File: src/rtl/countdown_timer.sv
`default_nettype none
// ============================================================================
// Module      : countdown_timer
// Description : Packed-BCD mm:ss countdown timer with load / start / pause
//               control, a one-second decrement driven by the tick pulse and
//               an alarm window lasting ALARM_TICKS ticks after expiry.
// Ports       : clk        - rising-edge clock
//               reset      - synchronous, active-low reset
//               tick       - one-cycle count-enable pulse
//               load       - one-cycle preset load request
//               load_min   - preset minutes, packed BCD
//               load_sec   - preset seconds, packed BCD
//               start      - one-cycle run / resume request
//               pause      - one-cycle pause request
//               minutes    - remaining minutes, packed BCD (registered)
//               seconds    - remaining seconds, packed BCD (registered)
//               busy       - high while running or paused
//               sec_borrow - pulse when seconds wrap 00 -> 59
//               done       - pulse on reaching 00:00
//               alarm      - level, high during the alarm window
//               load_err   - pulse when a load is rejected
// Revision    : 1.0 - initial release
// ============================================================================
module countdown_timer #(
  parameter int ALARM_TICKS = 5
) (
  input  logic       clk,
  input  logic       reset,
  input  logic       tick,
  input  logic       load,
  input  logic [7:0] load_min,
  input  logic [7:0] load_sec,
  input  logic       start,
  input  logic       pause,
  output logic [7:0] minutes,
  output logic [7:0] seconds,
  output logic       busy,
  output logic       sec_borrow,
  output logic       done,
  output logic       alarm,
  output logic       load_err
);

  typedef enum logic [1:0] {
    IDLE  = 2'd0,
    RUN   = 2'd1,
    PAUSE = 2'd2,
    ALARM = 2'd3
  } state_t;

  localparam logic [7:0] ALARM_LAST = 8'(ALARM_TICKS - 1);

  state_t     state;
  logic [7:0] alarm_cnt;

  logic [7:0] dec_min;
  logic [7:0] dec_sec;
  logic       dec_borrow;
  logic       dec_zero;
  logic       load_valid;
  logic       value_nonzero;

  // One-second BCD decrement of the current value. Minutes are clamped at
  // 00 because the machine never stays in RUN at 00:00.
  always_comb begin
    dec_min    = minutes;
    dec_sec    = seconds;
    dec_borrow = 1'b0;
    if (seconds[3:0] != 4'd0) begin
      dec_sec[3:0] = seconds[3:0] - 4'd1;
    end else if (seconds[7:4] != 4'd0) begin
      dec_sec = {seconds[7:4] - 4'd1, 4'd9};
    end else begin
      dec_sec    = 8'h59;
      dec_borrow = 1'b1;
      if (minutes[3:0] != 4'd0) begin
        dec_min[3:0] = minutes[3:0] - 4'd1;
      end else if (minutes[7:4] != 4'd0) begin
        dec_min = {minutes[7:4] - 4'd1, 4'd9};
      end
    end
  end

  assign dec_zero      = (dec_min == 8'h00) && (dec_sec == 8'h00);
  assign value_nonzero = (minutes != 8'h00) || (seconds != 8'h00);

  // Tens digits are limited to 0-5 for both fields, units to 0-9.
  assign load_valid = (load_min[7:4] <= 4'd5) && (load_min[3:0] <= 4'd9) &&
                      (load_sec[7:4] <= 4'd5) && (load_sec[3:0] <= 4'd9);

  always_ff @(posedge clk) begin
    if (!reset) begin
      state      <= IDLE;
      minutes    <= 8'h00;
      seconds    <= 8'h00;
      busy       <= 1'b0;
      sec_borrow <= 1'b0;
      done       <= 1'b0;
      alarm      <= 1'b0;
      load_err   <= 1'b0;
      alarm_cnt  <= 8'd0;
    end else begin
      sec_borrow <= 1'b0;
      done       <= 1'b0;
      load_err   <= 1'b0;

      if (load) begin
        // A load owns the cycle: any tick, start or pause alongside it is dropped.
        if (load_valid) begin
          minutes   <= load_min;
          seconds   <= load_sec;
          state     <= IDLE;
          busy      <= 1'b0;
          alarm     <= 1'b0;
          alarm_cnt <= 8'd0;
        end else begin
          load_err <= 1'b1;
        end
      end else begin
        case (state)
          RUN: begin
            if (tick) begin
              minutes    <= dec_min;
              seconds    <= dec_sec;
              sec_borrow <= dec_borrow;
              // Expiry takes precedence over a simultaneous pause.
              if (dec_zero) begin
                state     <= ALARM;
                done      <= 1'b1;
                alarm     <= 1'b1;
                busy      <= 1'b0;
                alarm_cnt <= 8'd0;
              end else if (pause) begin
                state <= PAUSE;
              end
            end else if (pause) begin
              state <= PAUSE;
            end
          end

          IDLE: begin
            if (start && !pause && value_nonzero) begin
              state <= RUN;
              busy  <= 1'b1;
            end
          end

          PAUSE: begin
            if (start && !pause) begin
              state <= RUN;
            end
          end

          ALARM: begin
            if (tick) begin
              if (alarm_cnt >= ALARM_LAST) begin
                state     <= IDLE;
                alarm     <= 1'b0;
                alarm_cnt <= 8'd0;
              end else begin
                alarm_cnt <= alarm_cnt + 8'd1;
              end
            end
          end

          default: begin
            state <= IDLE;
            busy  <= 1'b0;
            alarm <= 1'b0;
          end
        endcase
      end
    end
  end

endmodule
`default_nettype wire

File: config.mk
export PLATFORM = sky130hd
export DESIGN_NAME = countdown_timer
export DESIGN_NICKNAME = d
export VERILOG_FILES = /design/src/rtl/countdown_timer.sv
export SDC_FILE = /design/constraint.sdc
export NUM_CORES = 1
export LEC_CHECK = 0
export ABC_AREA = 1
export CAP_MARGIN = 20
export CELL_PAD_IN_SITES_DETAIL_PLACEMENT = 1
export CELL_PAD_IN_SITES_GLOBAL_PLACEMENT = 1
export CORE_UTILIZATION = 38
export CTS_CLUSTER_DIAMETER = 40
export DETAILED_ROUTE_END_ITERATION = 10
export GPL_TIMING_DRIVEN = 0
export PLACE_DENSITY = 0.85
export SLEW_MARGIN = 20
export SYNTH_ARGS = -nofsm -noshare
export SYNTH_HDL_FRONTEND = slang
export SYNTH_SLANG_ARGS = --single-unit
File: constraint.sdc
create_clock -name clk -period 5.5 [get_ports clk]
set_clock_uncertainty 0.2 [all_clocks]
set_input_delay 1.65 -clock clk [delete_from_list [all_inputs] [get_ports clk]]
set_output_delay 1.65 -clock clk [all_outputs]
set_load 0.05 [all_outputs]
==> implementation parameters <==
Parameter                              Value

STA
  Max-slew headroom ... 0.6350
  Least-Margin Pin Slew ... 0.5475 ns
  Post-layout min period ... 3.665 ns
  Number of failing setup endpoints in the final timing report ... 0
  Total negative slack ... 0 ns
  Ratio of final minimum period to clock period ... 0.6664
  Final worst hold slack ... 0.2455 ns
  Hold violation total from the final report ... 0
  Worst setup margin ... 1.835 ns
  Number of slew-limit violations in the final report ... 0
  Timing-limited maximum frequency ... 272.8 MHz
  Setup repair after global routing missed its margin ... false

Clocking
  Hold Buf Count CTS ... 0
  Number of levels in the clock H-tree ... 2
  Number of gates resized after cts ... 0
  Clock transition at the registers of the reported paths ... 0.07 ns
  Largest buffer count on any clock path ... 2
  Buffers inserted during post-CTS setup optimization ... 0
  Root Buffer ... sky130_fd_sc_hd__clkbuf_8
  Number of buffers added by the clock tree synthesis step ... 5
  CTS sink count ... 31
  Worst-skew pair later-pin latency ... 0.29 ns
  CTS tree ... done

Critical path
  Launching point of the worst reg2reg path ... minutes[0]
  WP data arrival ... 3.63 ns
  Register-to-Register Setup Slack ... 2.89 ns
  Worst Setup Path Type ... in2reg
  Path depth of the worst reg2reg path ... 15
  Startpoint class of the critical path ... input port
  Worst flop-to-flop path endpoint ... alarm_cnt[2]
  Largest fanout on the critical path ... 10
  CP endpoint kind ... flip-flop
  Required arrival time at the worst endpoint ... 5.47 ns

Drt
  Routed wire per std cell ... 15.48 um
  Total number of vias ... 2158
  Post-DR vias/cell ... 5.238
  Antenna violation net count after detailed routing ... 0
  Drt initial violations ... 118
  Number of remaining DRC errors ... 0
  Total Routed Length ... 6.376 mm
  Iteration count of the initial detailed-routing pass ... 4

Synth
  Primary FF master, synth ... sky130_fd_sc_hd__dfxtp_1
  #FFs+latches synth ... 31
  Netlist area before placement ... 1992 sq um
  Number of cells produced by synthesis ... 296
  Post-synthesis cell type with the largest combined area ... sky130_fd_sc_hd__dfxtp_1
  Area contributors post-synth ... sky130_fd_sc_hd__dfxtp_1 (31%), sky130_fd_sc_hd__nand2_1 (13%), sky130_fd_sc_hd__inv_1 (6.6%), sky130_fd_sc_hd__nor2_1 (5.8%), sky130_fd_sc_hd__a21oi_1 (5.3%)
  Area share of the leading cell type in the synthesized netlist ... 0.3116
  Async set or reset register ratio after synthesis ... 0
  Avg Synthesized Cell Area ... 6.729 sq um
  Number of nets in the synthesized netlist ... 325
  Proportion of synthesized chip area in sequential cells ... 0.3116
  Count of flip-flops with a built-in enable after synthesis ... 0
  Synth unique cells ... 32
  Synth warn ... 0

GRT
  Via count of the first global-routing pass ... 2093
  Maximum number of pins on one net before global-route repair ... 11
  Number of antenna violations at the first check in global routing ... 0
  Global-route wire length before repair ... 10.08 mm
  Total track usage ... 0.2471
  Residual overflow from global routing ... 0

Power and ir drop
  Maximum resistive drop on vdd ... 0.1346 mV
  Post-layout power ... 0.0007830 W
  Power density normalized to cell area ... 300.7 nW/um^2
  Lkg Pwr ... 1.116 nW

Placed design
  Placement Cell Area ... 2486 sq um
  Weighted congestion at the end of routability-driven global placement ... 0.8310
  Worst-case setup slack after placement ... 1.554 ns
  Final HPWL from detailed placement ... 4.764 mm
  Port bufs ... 41

Final layout
  Final-layout fill cell count ... 672
  Final antenna diode count ... 0
  NumNets Final ... 373
  Post-synthesis to final-layout area growth ... 30.72%
  Design Area, Final ... 2604 sq um
  Share of cells above drive strength 1 ... 0.1043

Floorplanning
  Std cell rows ... 25
  Die area ... 5535 sq um
  IO Pins ... 43
  Horiz. Die Dim ... 74.40 um
  CORE AREA ... 4880 sq um
  Chip height ... 74.40 um
  Effective utilization at floorplan ... 0.4082

Min path
  Worst min-delay path endpoint ... alarm_cnt[7]
  Startpoint of the lowest-slack hold path ... alarm_cnt[7]
  Path type of the worst min-delay path ... reg2reg
  Count of cells along the worst hold path ... 2

Status
  Outcome ... complete, no violations

Flow run
  Max-Cap Viols ... 0
==> cell families after synthesis <==
family,Yosys count,share of synthesized area
compound gates,50,0.1514
fa+ha+maj,7,0.04397
buf+inv,49,0.1024
flops,31,0.3116
simple gates,159,0.3907
==> per-stage QoR <==
step,util,instances
floorplan,-,296
global placement,0.5095,404
detailed placement,0.5095,404
CTS,0.5336,412
global route,0.5336,412
finish,0.5336,412
==> cell usage after synthesis (2+ instances only) <==
master	number
sky130_fd_sc_hd__nand3_1	18
sky130_fd_sc_hd__nand4_1	5
sky130_fd_sc_hd__a31oi_1	3
sky130_fd_sc_hd__nand3_4	2
sky130_fd_sc_hd__ha_1	7
sky130_fd_sc_hd__nor3_1	8
sky130_fd_sc_hd__clkbuf_1	8
sky130_fd_sc_hd__nand3_2	5
sky130_fd_sc_hd__nand2_4	3
sky130_fd_sc_hd__inv_2	2
sky130_fd_sc_hd__a21oi_1	21
sky130_fd_sc_hd__inv_1	35
sky130_fd_sc_hd__o21ai_0	11
sky130_fd_sc_hd__nor2_1	31
sky130_fd_sc_hd__dfxtp_1	31
sky130_fd_sc_hd__nand2_2	4
sky130_fd_sc_hd__nand3b_1	2
sky130_fd_sc_hd__a221oi_1	8
sky130_fd_sc_hd__nand2_1	70
sky130_fd_sc_hd__a211oi_1	3
sky130_fd_sc_hd__nor2_4	2
sky130_fd_sc_hd__nor2_2	7
==> cells in the final DEF, fill, tap and decap left out, types with 2 or more instances in the layout <==
master	Yosys	final
sky130_fd_sc_hd__clkdlybuf4s50_1	0	41
sky130_fd_sc_hd__nor3_1	8	8
sky130_fd_sc_hd__nor2_4	2	2
sky130_fd_sc_hd__nand3_1	18	18
sky130_fd_sc_hd__a31oi_1	3	3
sky130_fd_sc_hd__inv_2	2	2
sky130_fd_sc_hd__a221oi_1	8	8
sky130_fd_sc_hd__clkbuf_1	8	8
sky130_fd_sc_hd__nand2_1	70	70
sky130_fd_sc_hd__o21ai_0	11	11
sky130_fd_sc_hd__ha_1	7	7
sky130_fd_sc_hd__nand3_4	2	2
sky130_fd_sc_hd__nand2_2	4	4
sky130_fd_sc_hd__a211oi_1	3	3
sky130_fd_sc_hd__nand2_4	3	3
sky130_fd_sc_hd__clkbuf_8	0	6
sky130_fd_sc_hd__nor2_1	31	31
sky130_fd_sc_hd__nand3_2	5	5
sky130_fd_sc_hd__dfxtp_1	31	31
sky130_fd_sc_hd__nand3b_1	2	2
sky130_fd_sc_hd__inv_1	35	35
sky130_fd_sc_hd__nand4_1	5	5
sky130_fd_sc_hd__a21oi_1	21	21
sky130_fd_sc_hd__nor2_2	7	7
==> power breakdown <==
group	internal [W]	leakage [nW]	switching, W	total [W]
sequential	0.000240	0.254	0.0000177	0.000258
clock	0.000147	0.0612	0.000101	0.000247
combinational	0.0000947	0.800	0.000183	0.000278
total	0.000482	1.12	0.000301	0.000783
==> registers in the layout (all words and copies together), names as in the netlist <==
name        count
done            1
seconds         8
sec_borrow      1
state           2
busy            1
load_err        1
alarm           1
alarm_cnt       8
minutes         8
==> per-layer routing <==
layer / track usage / part of all wire / vias to the layer above
met5: 0 / 0 / -
met4: 0.1006 / 0.011 / 0
met3: 0.05014 / 0.051 / 7
met2: 0.4034 / 0.48 / 55
met1: 0.3175 / 0.46 / 1029
li1: - / - / 1067
==> layout make-up <==
cell class / instances / area (sq um) / area share
well taps: 67 / 83.83 / 0.03220
clock buffers: 6 / 82.58 / 0.03172
flip-flops and latches: 31 / 620.6 / 0.2383
clock inverters: 2 / 35.03 / 0.01346
inverters: 39 / 151.4 / 0.05814
repair buffers: 41 / 410.4 / 0.1576
multi-input cells: 216 / 1167 / 0.4483
plain buffers: 10 / 52.55 / 0.02018
==> worst max-delay path, cell delays in order <==
cell and delay, ns:
sky130_fd_sc_hd__clkdlybuf4s50_1 0.50, sky130_fd_sc_hd__o21ai_0 0.14, sky130_fd_sc_hd__nand4_1 0.11, sky130_fd_sc_hd__nand2_1 0.13
sky130_fd_sc_hd__o21ai_1 0.28, sky130_fd_sc_hd__clkinv_1 0.37, sky130_fd_sc_hd__o21ai_0 0.19, sky130_fd_sc_hd__a21oi_1 0.06
sky130_fd_sc_hd__a21oi_1 0.14, sky130_fd_sc_hd__nor2_1 0.05
==> worst max path at each step <==
stage	startpoint	end	slack [ns]
global route	load_sec[2]	minutes[0]	1.71
CTS	load_sec[2]	minutes[6]	1.85
global placement	load_min[2]	minutes[6]	1.60
floorplan	load	minutes[0]	2.43
finish	load_sec[2]	minutes[0]	1.83
detailed placement	load_sec[2]	minutes[6]	1.55
Power figures use the tool's default switching activity.
==> RTL edit 1: new RTL, config.mk and constraints unchanged <==
Register the output `sec_borrow` once more, cleared by the reset; this adds one clock of latency there. The other outputs are not delayed to match.
--- a/src/rtl/countdown_timer.sv
+++ b/src/rtl/countdown_timer.sv
@@ -52,2 +52,4 @@
 
+  logic sec_borrow_s0;
+
   state_t     state;
@@ -96,3 +98,3 @@
       busy       <= 1'b0;
-      sec_borrow <= 1'b0;
+      sec_borrow_s0 <= 1'b0;
       done       <= 1'b0;
@@ -102,3 +104,3 @@
     end else begin
-      sec_borrow <= 1'b0;
+      sec_borrow_s0 <= 1'b0;
       done       <= 1'b0;
@@ -124,3 +126,3 @@
               seconds    <= dec_sec;
-              sec_borrow <= dec_borrow;
+              sec_borrow_s0 <= dec_borrow;
               // Expiry takes precedence over a simultaneous pause.
@@ -175,2 +177,10 @@
 
+  always_ff @(posedge clk) begin
+    if (!reset) begin
+      sec_borrow <= '0;
+    end else begin
+      sec_borrow <= sec_borrow_s0;
+    end
+  end
+
 endmodule
Behaviour: not the same (Yosys sat finds a counterexample within 4 cycles, from zero or initial values and one cycle with reset low).
==> RTL edit 1 against the unedited design <==
- synthesized area down 0.25%
- largest cell class unchanged
- register-to-register slack gained 0.09 ns
- global-route usage fell by 0.55 points
- non-clock buffer count did not move
- sequential power is 2% lower
- count of clock-buffer cells in the layout is the same
- die area down 0.24%
- total power down 7.6%
- wire length is 4.7% lower
- sequential cell count up 1
- worst setup slack got worse by 0.12 ns
- cell area is 0.19% lower
- synthesized cell count up 1.0%
==> RTL edit 1: results (changes against the unedited design) <==
| Metric | Value |
|---|---|
| Largest stage delay, worst path | `0.53 ns (was 0.50 ns)` |
| Share of post-route cells with drive strength above 1 | `0.1003 (was 0.1043)` |
| Worst slew margin | `0.6364 (was 0.6350)` |
| Nets | `377 (was 373)` |
| Net Count, Synth | `328 (was 325)` |
| Total GRT Usage | `0.2416 (was 0.2471)` |
| Hold EP | `sec_borrow (was alarm_cnt[7])` |
| Max VDD drop | `0.0001574 V (was 0.0001346 V)` |
| Hold path cells | `2 (unchanged)` |
| Vias | `2120 (was 2158)` |
| Seq pwr | `0.254 mW (was 0.258 mW)` |
| Synth top cells by count | `nand2_1, dfxtp_1, nor2_1 (was nand2_1, inv_1, dfxtp_1, nor2_1, a21oi_1)` |
| Critical path arrival | `3.78 ns (was 3.63 ns)` |
| Outcome | `complete, no violations (unchanged)` |
| Launch point of the worst reg-to-reg path | `minutes[0] (unchanged)` |
| First-pass GRT wire length | `10.07 mm (was 10.08 mm)` |
| Clock share of power | `0.320 (was 0.316)` |
| Post-Synth Adder-Cell Area | `0.04408 (was 0.04397)` |
| CP max FO | `10 (unchanged)` |
| Initial DRC Count | `105 (was 118)` |
| Met3 Use GR | `0.04607 (was 0.05014)` |
| NetSw | `0.2611 mW (was 0.3012 mW)` |
| Final WL | `6.077 mm (was 6.376 mm)` |
| PortBufs | `42 (was 41)` |
| Setup slack, reg-to-reg | `2.98 ns (was 2.89 ns)` |
| Static Leak | `1.115 nW (was 1.116 nW)` |
| H-tree levels | `2 (unchanged)` |
| Seq/Total Area, Yosys | `0.3224 (was 0.3116)` |
| Hold path start | `sec_borrow_s0 (was alarm_cnt[7])` |
| Worst Setup SP | `load (was load_sec[2])` |
| Setup Fix Bufs, Post-CTS | `0 (unchanged)` |
| Routability-driven placement congestion ratio | `0.8314 (was 0.8310)` |
| CP top delay family | `buffers and inverters (unchanged)` |
| Met2 WL | `2.847 mm (was 3.055 mm)` |
| Post-DP Area | `0.002491 mm² (was 0.002486 mm²)` |
| RR Endpoint | `alarm_cnt[2] (unchanged)` |
| Initial antenna violation count | `0 (unchanged)` |
| CP max-delay cell | `clkdlybuf4s50_1 (unchanged)` |
| WL met3 | `234 µm (was 325 µm)` |
| Metal-1 WL | `2.894 mm (was 2.928 mm)` |
| Post-synthesis xor/xnor area fraction | `0 (unchanged)` |
| Compound-Gate Fraction of Synth Area | `0.1404 (was 0.1514)` |
| Hpwl dp | `4.721 mm (was 4.764 mm)` |
| Met1 Usage GRT | `0.3093 (was 0.3175)` |
| Synth cell types | `30 (was 32)` |
| Share of synthesized registers carrying an async set or reset | `0 (unchanged)` |
| # fillers | `675 (was 672)` |
| GR Util met2 | `0.4101 (was 0.4034)` |
| Top area cells in the synthesized netlist | `dfxtp_1, nand2_1, nor2_1 (was dfxtp_1, nand2_1, inv_1)` |
## RTL edit 1: tightest hold or removal path: stages, from the launching register on
cell and delay, ns:
dfxtp_1 0.32, nand2_1 0.05, inv_1 0.04
## RTL edit 1: through the flow
stage,hold WS [ns],setup slack [ns],total power [mW],cells,utilization
after global routing,0.2677,1.552,0.7649,416,0.5326
after CTS,0.2434,1.713,0.7297,416,0.5326
after global placement,0.2010,1.458,0.4909,408,0.5105
final,0.2377,1.715,0.7236,416,0.5326
after floorplan,0.1905,2.434,0.4248,299,-
after detailed placement,0.2245,1.452,0.4964,408,0.5105
## RTL edit 1: final cells by class
class	instances	area, µm²	share of cell area
Sequential cell	32	640.6	0.2465
Clock inverter	2	35.03	0.01348
Buffer	9	47.55	0.01830
Tap cell	67	83.83	0.03226
Inverter	35	131.4	0.05055
Timing Repair Buffer	42	420.4	0.1618
Clock buffer	6	72.57	0.02792
Multi-Input combinational cell	223	1167	0.4492
==> RTL edit 2: new RTL, same flow settings <==
Made on the original files. The 4 states of `state_t` get a one-hot encoding in 4 bits.
--- a/src/rtl/countdown_timer.sv
+++ b/src/rtl/countdown_timer.sv
@@ -43,7 +43,7 @@
 
-  typedef enum logic [1:0] {
-    IDLE  = 2'd0,
-    RUN   = 2'd1,
-    PAUSE = 2'd2,
-    ALARM = 2'd3
+  typedef enum logic [3:0] {
+    IDLE  = 4'b0001,
+    RUN   = 4'b0010,
+    PAUSE = 4'b0100,
+    ALARM = 4'b1000
   } state_t;
Behaviour: no difference found for any inputs over 4 cycles, from zero or initial values and one cycle with reset low; so few cycles prove little.
==> RTL edit 2 against the unedited design <==
- sequential cell count is 2 higher
- global-route usage is 1.3 points higher
- synthesized area is 7.0% higher
- non-clock buffer count is 1 higher
- synthesized cell count is 13% higher
- wire length is 11% higher
- worst setup slack worse by 0.26 ns
- total power is 3.1% higher
- worst hold slack worse by 0.0038 ns
- maximum frequency is 6.7% lower
- cell area is 6.5% higher
- count of clock-buffer cells in the layout is 1 lower
- final cell count is 10% higher
- critical path type unchanged
- largest cell class unchanged
==> RTL edit 2: results (changes against the unedited design) <==
| Metric | Value |
|---|---|
| Place WS | `1.299 ns (was 1.554 ns)` |
| Outcome | `complete, no violations (unchanged)` |
| First-pass GRT wire length | `12.01 mm (was 10.08 mm)` |
| Initial antenna violation count | `0 (unchanged)` |
| Nets | `411 (was 373)` |
| TritonCTS Buffers | `5 (unchanged)` |
| Synth top cells by count | `nand2_1, nor2_1, inv_1 (was nand2_1, inv_1, dfxtp_1, nor2_1, a21oi_1)` |
| Vias in the first global route | `2489 (was 2093)` |
| Seq/Total Area, Yosys | `0.3099 (was 0.3116)` |
| PortBufs | `42 (was 41)` |
| Top area cells in the synthesized netlist | `dfxtp_1, nand2_1, nor2_1 (was dfxtp_1, nand2_1, inv_1)` |
| Synth cell types | `28 (was 32)` |
| # fillers | `731 (was 672)` |
| Max clock buf depth | `2 (unchanged)` |
| Routability-driven placement congestion ratio | `0.8670 (was 0.8310)` |
| Max VDD drop | `0.0001081 V (was 0.0001346 V)` |
| Hpwl dp | `5.278 mm (was 4.764 mm)` |
| Setup Fix Bufs, Post-CTS | `0 (unchanged)` |
| Share of post-route cells with drive strength above 1 | `0.06527 (was 0.1043)` |
| Total GRT Usage | `0.2602 (was 0.2471)` |
| Critical path arrival | `3.92 ns (was 3.63 ns)` |
| Largest net degree at the start of global routing | `12 (was 11)` |
| DR WL/cell | `15.67 µm (was 15.48 µm)` |
| Met1 Usage GRT | `0.3239 (was 0.3175)` |
| GR Util met2 | `0.4536 (was 0.4034)` |
| Initial DRC Count | `84 (was 118)` |
| Met3 Use GR | `0.04167 (was 0.05014)` |
| Post-DP Area | `0.002640 mm² (was 0.002486 mm²)` |
| Static Leak | `1.200 nW (was 1.116 nW)` |
| Vias | `2428 (was 2158)` |
| Worst-Margin Slew | `0.8747 ns (was 0.5475 ns)` |
| Syn avg cell area | `6.403 µm² (was 6.729 µm²)` |
| Final Non-Filler Cells | `453 (was 412)` |
| Net Count, Synth | `362 (was 325)` |
RTL edit 2: cells by family after synthesis:
| group | after synthesis | share of synthesized area |
|---|---|---|
| compound gates | 61 | 0.1661 |
| fa+ha+maj | 7 | 0.04108 |
| buf+inv | 48 | 0.08979 |
| simple gates | 184 | 0.3932 |
| flops | 33 | 0.3099 |
RTL edit 2: critical path: stages:
cell and delay (ns):
clkdlybuf4s50_1 0.42, o21ai_0 0.35, nand2_1 0.10, nor3_1 0.19
nor2_1 0.11, inv_1 0.13, nand2_1 0.12, inv_1 0.08
clkbuf_1 0.41, o21ai_0 0.20, o211ai_1 0.12, inv_1 0.05
RTL edit 2: area by class of cell:
cell class	count	area, µm²	area share
multi-input combinational	252	1280	0.4614
sequential	33	660.6	0.2382
buffer	10	48.80	0.01759
clock buffer	5	68.82	0.02481
tap	70	87.58	0.03157
timing repair buffer	42	420.4	0.1516
inverter	38	142.6	0.05142
clock inverter	3	65.06	0.02346
RTL edit 2: worst paths after layout:
path | slack (ns) | to | startpoint | cells after the start
worst max-delay path | 1.57 | minutes[3] | load_min[2] | 12
worst min-delay path | 0.24 | alarm_cnt[5] | alarm_cnt[5] | 2
worst max register to register | 2.86 | alarm_cnt[1] | minutes[4] | 15
worst min register to register | 0.24 | alarm_cnt[5] | alarm_cnt[5] | 2
RTL edit 2: power by group:
group	switching, mW	internal [mW]	total (mW)	leakage (nW)
Clock	0.0994	0.180	0.280	0.0681
Combinational	0.168	0.0894	0.258	0.862
Sequential	0.0169	0.253	0.270	0.270
Total	0.285	0.522	0.807	1.20
RTL edit 2: routing by layer:
metal	share of wire	vias to the layer above	wire, µm
met5	0	-	0
met1	0.46	1184	3279
met3	0.036	6	254
li1	-	1188	-
met4	0.014	0	99
met2	0.49	50	3466
